--- src/rtl/chacha_pkg.sv ---
// Shared types and constants for the ChaCha20 stream front end.
// Holds the packer FSM states, the engine block width and the beat ratio.
package chacha_pkg;

    typedef enum logic {
        FILL = 1'b0,
        HOLD = 1'b1
    } packer_state_e;

    localparam int DATA_W = 512;
    localparam int ROW_W  = 128;

    // Beats of width in_w needed to fill one block of width out_w.
    function automatic int beat_ratio(input int out_w, input int in_w);
        return out_w / in_w;
    endfunction

    localparam int BEAT_RATIO = DATA_W / ROW_W;

endpackage

--- src/rtl/chacha_stream_packer.sv ---
// Packs narrow AXI4-Stream beats into full ChaCha20 blocks (one row per beat).
// Ports: aclk/aresetn/srst, i_t* narrow sink, o_t* block-wide source.
module chacha_stream_packer
    import chacha_pkg::*;
#(
    parameter int IN_W  = ROW_W,
    parameter int OUT_W = DATA_W
) (
    input  logic                 aclk,
    input  logic                 aresetn,
    input  logic                 srst,
    input  logic                 i_tvalid,
    output logic                 i_tready,
    input  logic [IN_W-1:0]      i_tdata,
    input  logic [IN_W/8-1:0]    i_tkeep,
    input  logic                 i_tlast,
    output logic                 o_tvalid,
    input  logic                 o_tready,
    output logic [OUT_W-1:0]     o_tdata,
    output logic [OUT_W/8-1:0]   o_tkeep,
    output logic                 o_tlast
);

    localparam int R  = beat_ratio(OUT_W, IN_W);
    localparam int CW = (R > 1) ? $clog2(R) : 1;
    localparam int KW = IN_W / 8;
    localparam int OK = OUT_W / 8;

    packer_state_e    r_state;
    logic [CW-1:0]    r_cnt;
    logic             r_rdy;

    logic [OUT_W-1:0] r_asm_data;
    logic [OK-1:0]    r_asm_keep;
    logic             r_asm_last;

    logic [OUT_W-1:0] r_out_data;
    logic [OK-1:0]    r_out_keep;
    logic             r_out_last;
    logic             r_out_valid;

    logic [OUT_W-1:0] w_blk_data;
    logic [OK-1:0]    w_blk_keep;
    logic             w_acc;
    logic             w_close;
    logic             w_drain;
    logic             w_load;
    logic             w_park;
    logic             w_xfer;

    assign w_acc   = i_tvalid & r_rdy;
    assign w_close = w_acc & (i_tlast | (r_cnt == CW'(R - 1)));
    assign w_drain = r_out_valid & o_tready;
    assign w_load  = w_close & (~r_out_valid | w_drain);
    assign w_park  = w_close & r_out_valid & ~o_tready;
    assign w_xfer  = (r_state == HOLD) & w_drain;

    // Slot j holds beat R-1-j; slots after an early TLAST stay empty.
    always_comb begin
        w_blk_data = r_asm_data;
        w_blk_keep = r_asm_keep;
        for (int j = 0; j < R; j++) begin
            if (r_cnt == CW'(R - 1 - j)) begin
                w_blk_data[j*IN_W +: IN_W] = i_tdata;
                w_blk_keep[j*KW +: KW]     = i_tkeep;
            end else if (i_tlast && (r_cnt < CW'(R - 1 - j))) begin
                w_blk_data[j*IN_W +: IN_W] = '0;
                w_blk_keep[j*KW +: KW]     = '0;
            end
        end
    end

    always_ff @(posedge aclk or negedge aresetn) begin
        if (!aresetn) begin
            r_state <= FILL;
            r_cnt   <= '0;
            r_rdy   <= 1'b0;
        end else if (srst) begin
            r_state <= FILL;
            r_cnt   <= '0;
            r_rdy   <= 1'b1;
        end else begin
            unique case (r_state)
                FILL: begin
                    if (w_acc) begin
                        r_cnt <= w_close ? '0 : r_cnt + CW'(1);
                    end
                    if (w_park) begin
                        r_state <= HOLD;
                        r_rdy   <= 1'b0;
                    end else begin
                        r_rdy   <= 1'b1;
                    end
                end
                HOLD: begin
                    if (w_drain) begin
                        r_state <= FILL;
                        r_rdy   <= 1'b1;
                    end
                end
            endcase
        end
    end

    // Assembly register: collects beats, parks a closed block in HOLD.
    always_ff @(posedge aclk or negedge aresetn) begin
        if (!aresetn) begin
            r_asm_data <= '0;
            r_asm_keep <= '0;
            r_asm_last <= 1'b0;
        end else if (srst || w_load || w_xfer) begin
            r_asm_data <= '0;
            r_asm_keep <= '0;
            r_asm_last <= 1'b0;
        end else if (w_acc) begin
            r_asm_data <= w_blk_data;
            r_asm_keep <= w_blk_keep;
            r_asm_last <= w_park & i_tlast;
        end
    end

    // Output register: one block deep, refilled in the cycle it drains.
    always_ff @(posedge aclk or negedge aresetn) begin
        if (!aresetn) begin
            r_out_data  <= '0;
            r_out_keep  <= '0;
            r_out_last  <= 1'b0;
            r_out_valid <= 1'b0;
        end else if (srst) begin
            r_out_data  <= '0;
            r_out_keep  <= '0;
            r_out_last  <= 1'b0;
            r_out_valid <= 1'b0;
        end else if (w_load) begin
            r_out_data  <= w_blk_data;
            r_out_keep  <= w_blk_keep;
            r_out_last  <= i_tlast;
            r_out_valid <= 1'b1;
        end else if (w_xfer) begin
            r_out_data  <= r_asm_data;
            r_out_keep  <= r_asm_keep;
            r_out_last  <= r_asm_last;
            r_out_valid <= 1'b1;
        end else if (w_drain) begin
            r_out_valid <= 1'b0;
        end
    end

    assign i_tready = r_rdy;
    assign o_tvalid = r_out_valid;
    assign o_tdata  = r_out_data;
    assign o_tkeep  = r_out_keep;
    assign o_tlast  = r_out_last;

endmodule

--- config.mk ---
export PLATFORM = sky130hd
export DESIGN_NAME = chacha_stream_packer
export DESIGN_NICKNAME = d
export VERILOG_FILES = /design/src/rtl/chacha_pkg.sv /design/src/rtl/chacha_stream_packer.sv
export SDC_FILE = /design/constraint.sdc
export NUM_CORES = 2
export LEC_CHECK = 0
export ABC_AREA = 1
export BUFFER_PORTS_ARGS = -buffer_cell sky130_fd_sc_hd__buf_2
export CORE_MARGIN = 3
export CORE_UTILIZATION = 50
export DETAILED_ROUTE_END_ITERATION = 7
export PLACE_DENSITY = 0.7
export SLEW_MARGIN = 20
export SYNTH_ARGS = -nofsm -noshare
export SYNTH_HDL_FRONTEND = slang
export SYNTH_SLANG_ARGS = --single-unit
export TNS_END_PERCENT = 20
--- constraint.sdc ---
create_clock -name aclk -period 2.15 [get_ports aclk]
set_input_delay 0.215 -clock aclk [delete_from_list [all_inputs] [get_ports aclk]]
set_output_delay 0.215 -clock aclk [all_outputs]
set_load 0.01 [all_outputs]
== After elaboration in Yosys (flattened, before gate mapping) ==
Index checks and enable logic that the tools add are counted.
Storage, ports and cells
  input bits: 150
  flip-flop bits (word level): 1159
  logic and storage cells: 92
Operators by class
  add/sub/neg operators: 1
  eq/ne operators: 5
  reduce and logical (&&, ||, !) cells: 12
  magnitude comparators: 4
  bitwise gates (word level): 13
  multiplexer cells: 47
Operator list (count)
  $mux W512: 5
  $mux W128: 8
  $mux W64: 5
  $mux W16: 8
  $mux W1: 15
  $and A1 B1 Y1: 8
  $mux W2: 4
  $eq A2 B2 Y1 const B: 2
  $logic_and A1 B1 Y1: 4
  $lt A2 B1 Y1 const B: 2
  $lt A2 B2 Y1 const B: 2
  $pmux W1 S2: 2
  $reduce_bool A2 Y1: 2
  $reduce_bool A4 Y1: 1
  $ne A3 B2 Y1 const B: 1
  $not A1 Y1: 3
  $reduce_bool A3 Y1: 1
  $add A2 B1 Y2 const B: 1
  $eq A2 B1 Y1 const B: 1
  $logic_not A2 Y1: 1
  $logic_or A1 B1 Y1: 2
  $ne A2 B2 Y1 const B: 1
  $or A1 B1 Y1: 2
  $reduce_and A2 Y1: 1

== Longest topological paths before layout ==
  word-level depth: 8
  mapped depth: 12
  mapped depth without buffers: 9

== Worst setup path after synthesis ==
No wires, ideal clock.
  path type: reg2reg
  start: reg r_cnt[0]
  end: reg r_out_keep[52] (netlist: o_tkeep[52])
  slack: 301 ps
  cell stages (with the launch flop): 12
  path buffers: 4
  data required time: 2033 ps
  arrival: 1732 ps
  cells stage by stage: dfrtp_1 -> inv_1 -> ha_1 -> buf_2 -> buf_2 -> clkbuf_1 -> buf_2 -> nand2_1 -> o21ai_0 -> o21ai_0 -> nand2_1 -> nand2_1
Between the ends
  word-level cells in the longest chain between the ends: 6
Ends and longest elaborated chain
  from (decl): line chacha_stream_packer.sv:30  | logic [CW-1:0] r_cnt;
  from (signal assigned): line chacha_stream_packer.sv:86  | r_cnt <= w_close ? '0 : r_cnt + CW'(1);
  $lt A2 B1 Y1 or $eq A2 B2 Y1 (tied branches): line chacha_stream_packer.sv:66, chacha_stream_packer.sv:52
  $logic_and A1 B1 Y1 or $or A1 B1 Y1 (tied branches): line chacha_stream_packer.sv:66, chacha_stream_packer.sv:52
  $mux W16 or $and A1 B1 Y1 (tied branches): line chacha_stream_packer.sv:66, chacha_stream_packer.sv:52
  $mux W16 or $and A1 B1 Y1 (tied branches): line chacha_stream_packer.sv:63, chacha_stream_packer.sv:54
  $mux W64: line chacha_stream_packer.sv:134  | end else if (w_load) begin
  $mux W64: line chacha_stream_packer.sv:129  | end else if (srst) begin
  to (signal assigned): line chacha_stream_packer.sv:136  | r_out_keep <= w_blk_keep;
  to (signal assigned): line chacha_stream_packer.sv:141  | r_out_keep <= r_asm_keep;
  to (decl): line chacha_stream_packer.sv:38  | logic [OK-1:0] r_out_keep;
Parallel ways exist; a longest one is shown, timed or not.
A chain may end at the register's enable or synchronous reset.

== Worst setup path in the final report ==
  start: reg r_cnt[0]
  end: reg r_out_data[268] (netlist: o_tdata[268])
Between the ends
  word-level cells in the longest chain between the ends: 6
Ends and longest elaborated chain
  $lt A2 B1 Y1 or $eq A2 B2 Y1 (tied branches): line chacha_stream_packer.sv:66, chacha_stream_packer.sv:52
  $logic_and A1 B1 Y1 or $or A1 B1 Y1 (tied branches): line chacha_stream_packer.sv:66, chacha_stream_packer.sv:52
  $mux W128 or $and A1 B1 Y1 (tied branches): line chacha_stream_packer.sv:66, chacha_stream_packer.sv:52
  $mux W128 or $and A1 B1 Y1 (tied branches): line chacha_stream_packer.sv:63, chacha_stream_packer.sv:54
  $mux W512: line chacha_stream_packer.sv:134
  $mux W512: line chacha_stream_packer.sv:129
  to (signal assigned): line chacha_stream_packer.sv:135  | r_out_data <= w_blk_data;
  to (signal assigned): line chacha_stream_packer.sv:140  | r_out_data <= r_asm_data;
  to (decl): line chacha_stream_packer.sv:37  | logic [OUT_W-1:0] r_out_data;
Parallel ways exist; a longest one is shown, timed or not.

==> qor.yml <==
outcome:
  status: "complete, no violations"
placed_design:
  placed_area_mm2: 0.0667
  gp_congestion: 0.894
  io_buffers: 728
  place_hpwl_um: 136000
detailed_routing:
  post_drt_wl_per_cell_um: 19.7
  detail_route.vias_per_cell: 5.59
  drt_wl_total_um: 218000
  ant_nets: 0
  via_count: 61629
  first_pass_iters: 8
  drc: 0
  first_iter_violations: 8113
layout:
  drive_above_1_share: 0.146
  stdcell_area_mm2: 0.0740
  fin_util: 0.633
  final_nets: 9539
  nFillCells: 10095
  synthToLayoutAreaGrowth_pct: 24.9
timing:
  fin_crit_sh: 0.994
  slew_viol_final: 0
  max_clock_freq_ghz: 0.468
  setup_viol: 0
  finalHoldViolCount: 0
  slew_headroom: 0.256
  finClkSkew_ps: 29.9
  fin_crit_ps: 2140
  rsz0062_at_grt: "true"
  worst_pin_slew_ps: 1120
setup_path:
  r2r-start: "r_cnt[0]$_DFFE_PN0P_"
  path_max_fanout: 26
  startpoint_type: "flop"
  crit_path_top_delay_cell: "dfrtp_1"
  worst-r2r-cell-count: 11
  crit_start: "r_cnt[0]$_DFFE_PN0P_"
  cp_slowest_stage_delay_ps: 370
  cpMostUsedCell: "nand2_1"
  worst-path-buf-inv: 3
  crit_path_cell_trace: "buf_4 > clkinvlp_4 > ha_2 > nand2_8 > buf_16 > nand3_1 > nand2_1 > nor2_1 > nor2_1 > nand2_1 > nand2_1"
  cp_data_arrival_time_ps: 2810
  regToRegSetupSlack_ps: 10
  critPathTopFamily: "simple AND/OR/NAND/NOR gates"
  critPathKind: "flop to flop"
  cp-end-kind: "flop"
  required_ps: 2820
  r2r_end: "o_tdata[268]$_DFFE_PN0P_"
global_routing:
  grt_usage: 0.337
  grt_pass1_wl_um: 329000
  grt_overflow: 0
  grt_max_degree: 147
  grt_pass1_vias: 57912
  grt_antenna_before_repair: 14
synth:
  synth_area_mm2: 0.0592
  synth-seq-cells: 1159
  syn-num-nets: 8750
  synth_top_area_cell: "dfrtp_1"
  syn_inst: 8595
  yosys_warnings: 0
  yosysTopAreaCellShare: 0.490
  synthTopCellsByArea: "dfrtp_1, nand2_1, nand3_1, o21ai_0, nor2_1"
  ys_types: 21
  ys_seq_area_frac: 0.490
  syn_avg_cell_area_um2: 6.89
cts:
  cts_tree: "done"
  numCtsBuffers: 132
  cts_sinks: 1159
  cts_buffer_depth: 3
  cts_htree_levels: 4
  clkTransAtPathRegs_ps: 60
  insertion_delay_ps: 750
  cts-root-buf: "clkbuf_16"
pwr:
  ir_drop_mv: 0.758
  pwr-share-comb: 0.179
  clkPwrFrac: 0.419
  seqPwrFrac: 0.403
  p_int_mw: 40.6
  leakagePower_nw: 42.3
  switching_share: 0.297
  switchingPower_mw: 17.1
  powerDensity_mw_per_mm2: 780
hold_path:
  min_path_cells: 5
  hold_start: "i_tlast"
  hold_class: "primary input to flop"
  hold_end: "o_tlast$_DFFE_PN0P_"
floorplan:
  core_region_area_mm2: 0.117
  die_w_um: 350
  num_rows: 125
  start_util: 0.507
  dieArea_mm2: 0.123
  chipHeight_um: 350
  ios: 729
run:
  cap_violations: 0
final cells by class:
| type | count | area, um^2 | share of cell area |
|---|---|---|---|
| Clock buffer | 187 | 3940 | 0.0533 |
| Clock inverter | 51 | 687 | 0.00929 |
| Sequential cell | 1159 | 29000 | 0.392 |
| Antenna cell | 12 | 30.0 | 0.000406 |
| Timing Repair Buffer | 1271 | 10700 | 0.145 |
| Multi-Input combinational cell | 6520 | 26500 | 0.359 |
| Inverter | 300 | 1160 | 0.0156 |
| Tap cell | 1524 | 1910 | 0.0258 |
Yosys cell counts:
| library cell | count |
|---|---|
| a21oi_1 | 289 |
| a31oi_1 | 1 |
| buf_1 | 26 |
| buf_2 | 291 |
| buf_4 | 6 |
| clkbuf_1 | 293 |
| dfrtp_1 | 1159 |
| ha_1 | 5 |
| inv_1 | 294 |
| inv_2 | 6 |
| nand2_1 | 4335 |
| nand2_2 | 1 |
| nand3_1 | 578 |
| nand3_2 | 1 |
| nand4_1 | 3 |
| nand4_2 | 1 |
| nor2_1 | 721 |
| nor2_2 | 2 |
| nor2_4 | 1 |
| o21ai_0 | 564 |
| o21ai_1 | 18 |
layer usage:
layer	vias to the layer above	share of wire	track usage
li1	28324	-	-
met1	29232	0.40	0.469
met2	3504	0.45	0.511
met3	567	0.10	0.0675
met4	2	0.044	0.150
met5	-	0.000032	0
cells by family (layout without fill, tap and decap cells):
group                    count (synthesis)  in the layout  share of synthesized area
AO/OA/AOI/OAI                          872            872                     0.0737
adder cells (fa/ha/maj)                  5              5                    0.00106
buffers and inverters                  916           1809                     0.0646
flip-flops                            1159           1159                      0.490
other                                    0             12                          0
AND/OR/NAND/NOR                       5643           5643                      0.371
power by group through the flow:
stage          Combinational, mW  Sequential, mW  Clock, mW
2_1_floorplan               4.92            23.6          0
3_5_place_dp                9.39            23.6          0
4_1_cts                     9.70            23.2       24.4
3_3_place_gp                9.31            23.6          0
6_report                    10.3            23.2       24.2
5_1_grt                     11.2            23.3       25.2
registers in the layout, indices dropped and copies added (netlist names):
signal      count
o_tkeep        64
o_tvalid        1
o_tlast         1
r_asm_last      1
r_state         1
o_tdata       512
i_tready        1
r_cnt           2
r_asm_keep     64
r_asm_data    512
worst max-delay path by stage:
stage | end | slack [ps] | cells after the start
3_5_place_dp | r_asm_data[213]$_DFFE_PN0P_ | -10 | 11
5_1_grt | o_tdata[308]$_DFFE_PN0P_ | -90 | 12
6_report | o_tdata[268]$_DFFE_PN0P_ | 10 | 11
3_3_place_gp | o_tdata[202]$_DFFE_PN0P_ | 50 | 10
2_1_floorplan | o_tkeep[52]$_DFFE_PN0P_ | 300 | 11
4_1_cts | o_tkeep[45]$_DFFE_PN0P_ | -6 | 10
cell usage in the layout (no fill, tap or decap), drive strengths merged:
master and count:
a31oi 1, nor2 724, bufinv 14, dlygate4sd3 149, inv 305, clkinv 27, nand3 579, clkinvlp 5
dfrtp 1159, ha 5, a21oi 289, buf 1102, nand4 4, o21ai 582, diode 12, clkbuf 207
nand2 4336
timing repair:
item / 4_1_cts / 5_1_grt
gates resized for setup: 4 / 67
endpoints found under the hold margin: 1612 / 0
buffers inserted: 0 / 33
pin swaps: 1 / 11
hold buffers: 149 / 0
gates cloned: 0 / 20
endpoints found under the setup margin: 8 / 664
metrics by stage:
stage               total power [mW]  setup TNS [ps]  setup WS (ps)  hold WS [ps]  std cells
CTS                             57.3           -9.92          -5.77          46.2      10959
detailed placement              33.0           -22.4          -10.1           123      10572
finish                          57.7               0           12.8           128      11024
floorplan                       28.5               0            301         -80.6       8595
global placement                32.9               0           50.9           133      10572
global route                    59.7           -2370          -94.2           149      11020
worst register-to-register path, cell delays in order, from the launching register on:
cell and delay (ps):
dfrtp_1 370, buf_4 150, clkinvlp_4 170, ha_2 270, nand2_8 170, buf_16 230, nand3_1 120, nand2_1 100
nor2_1 40, nor2_1 190, nand2_1 180, nand2_1 110
No activity file was read; power rests on OpenSTA's default activity.
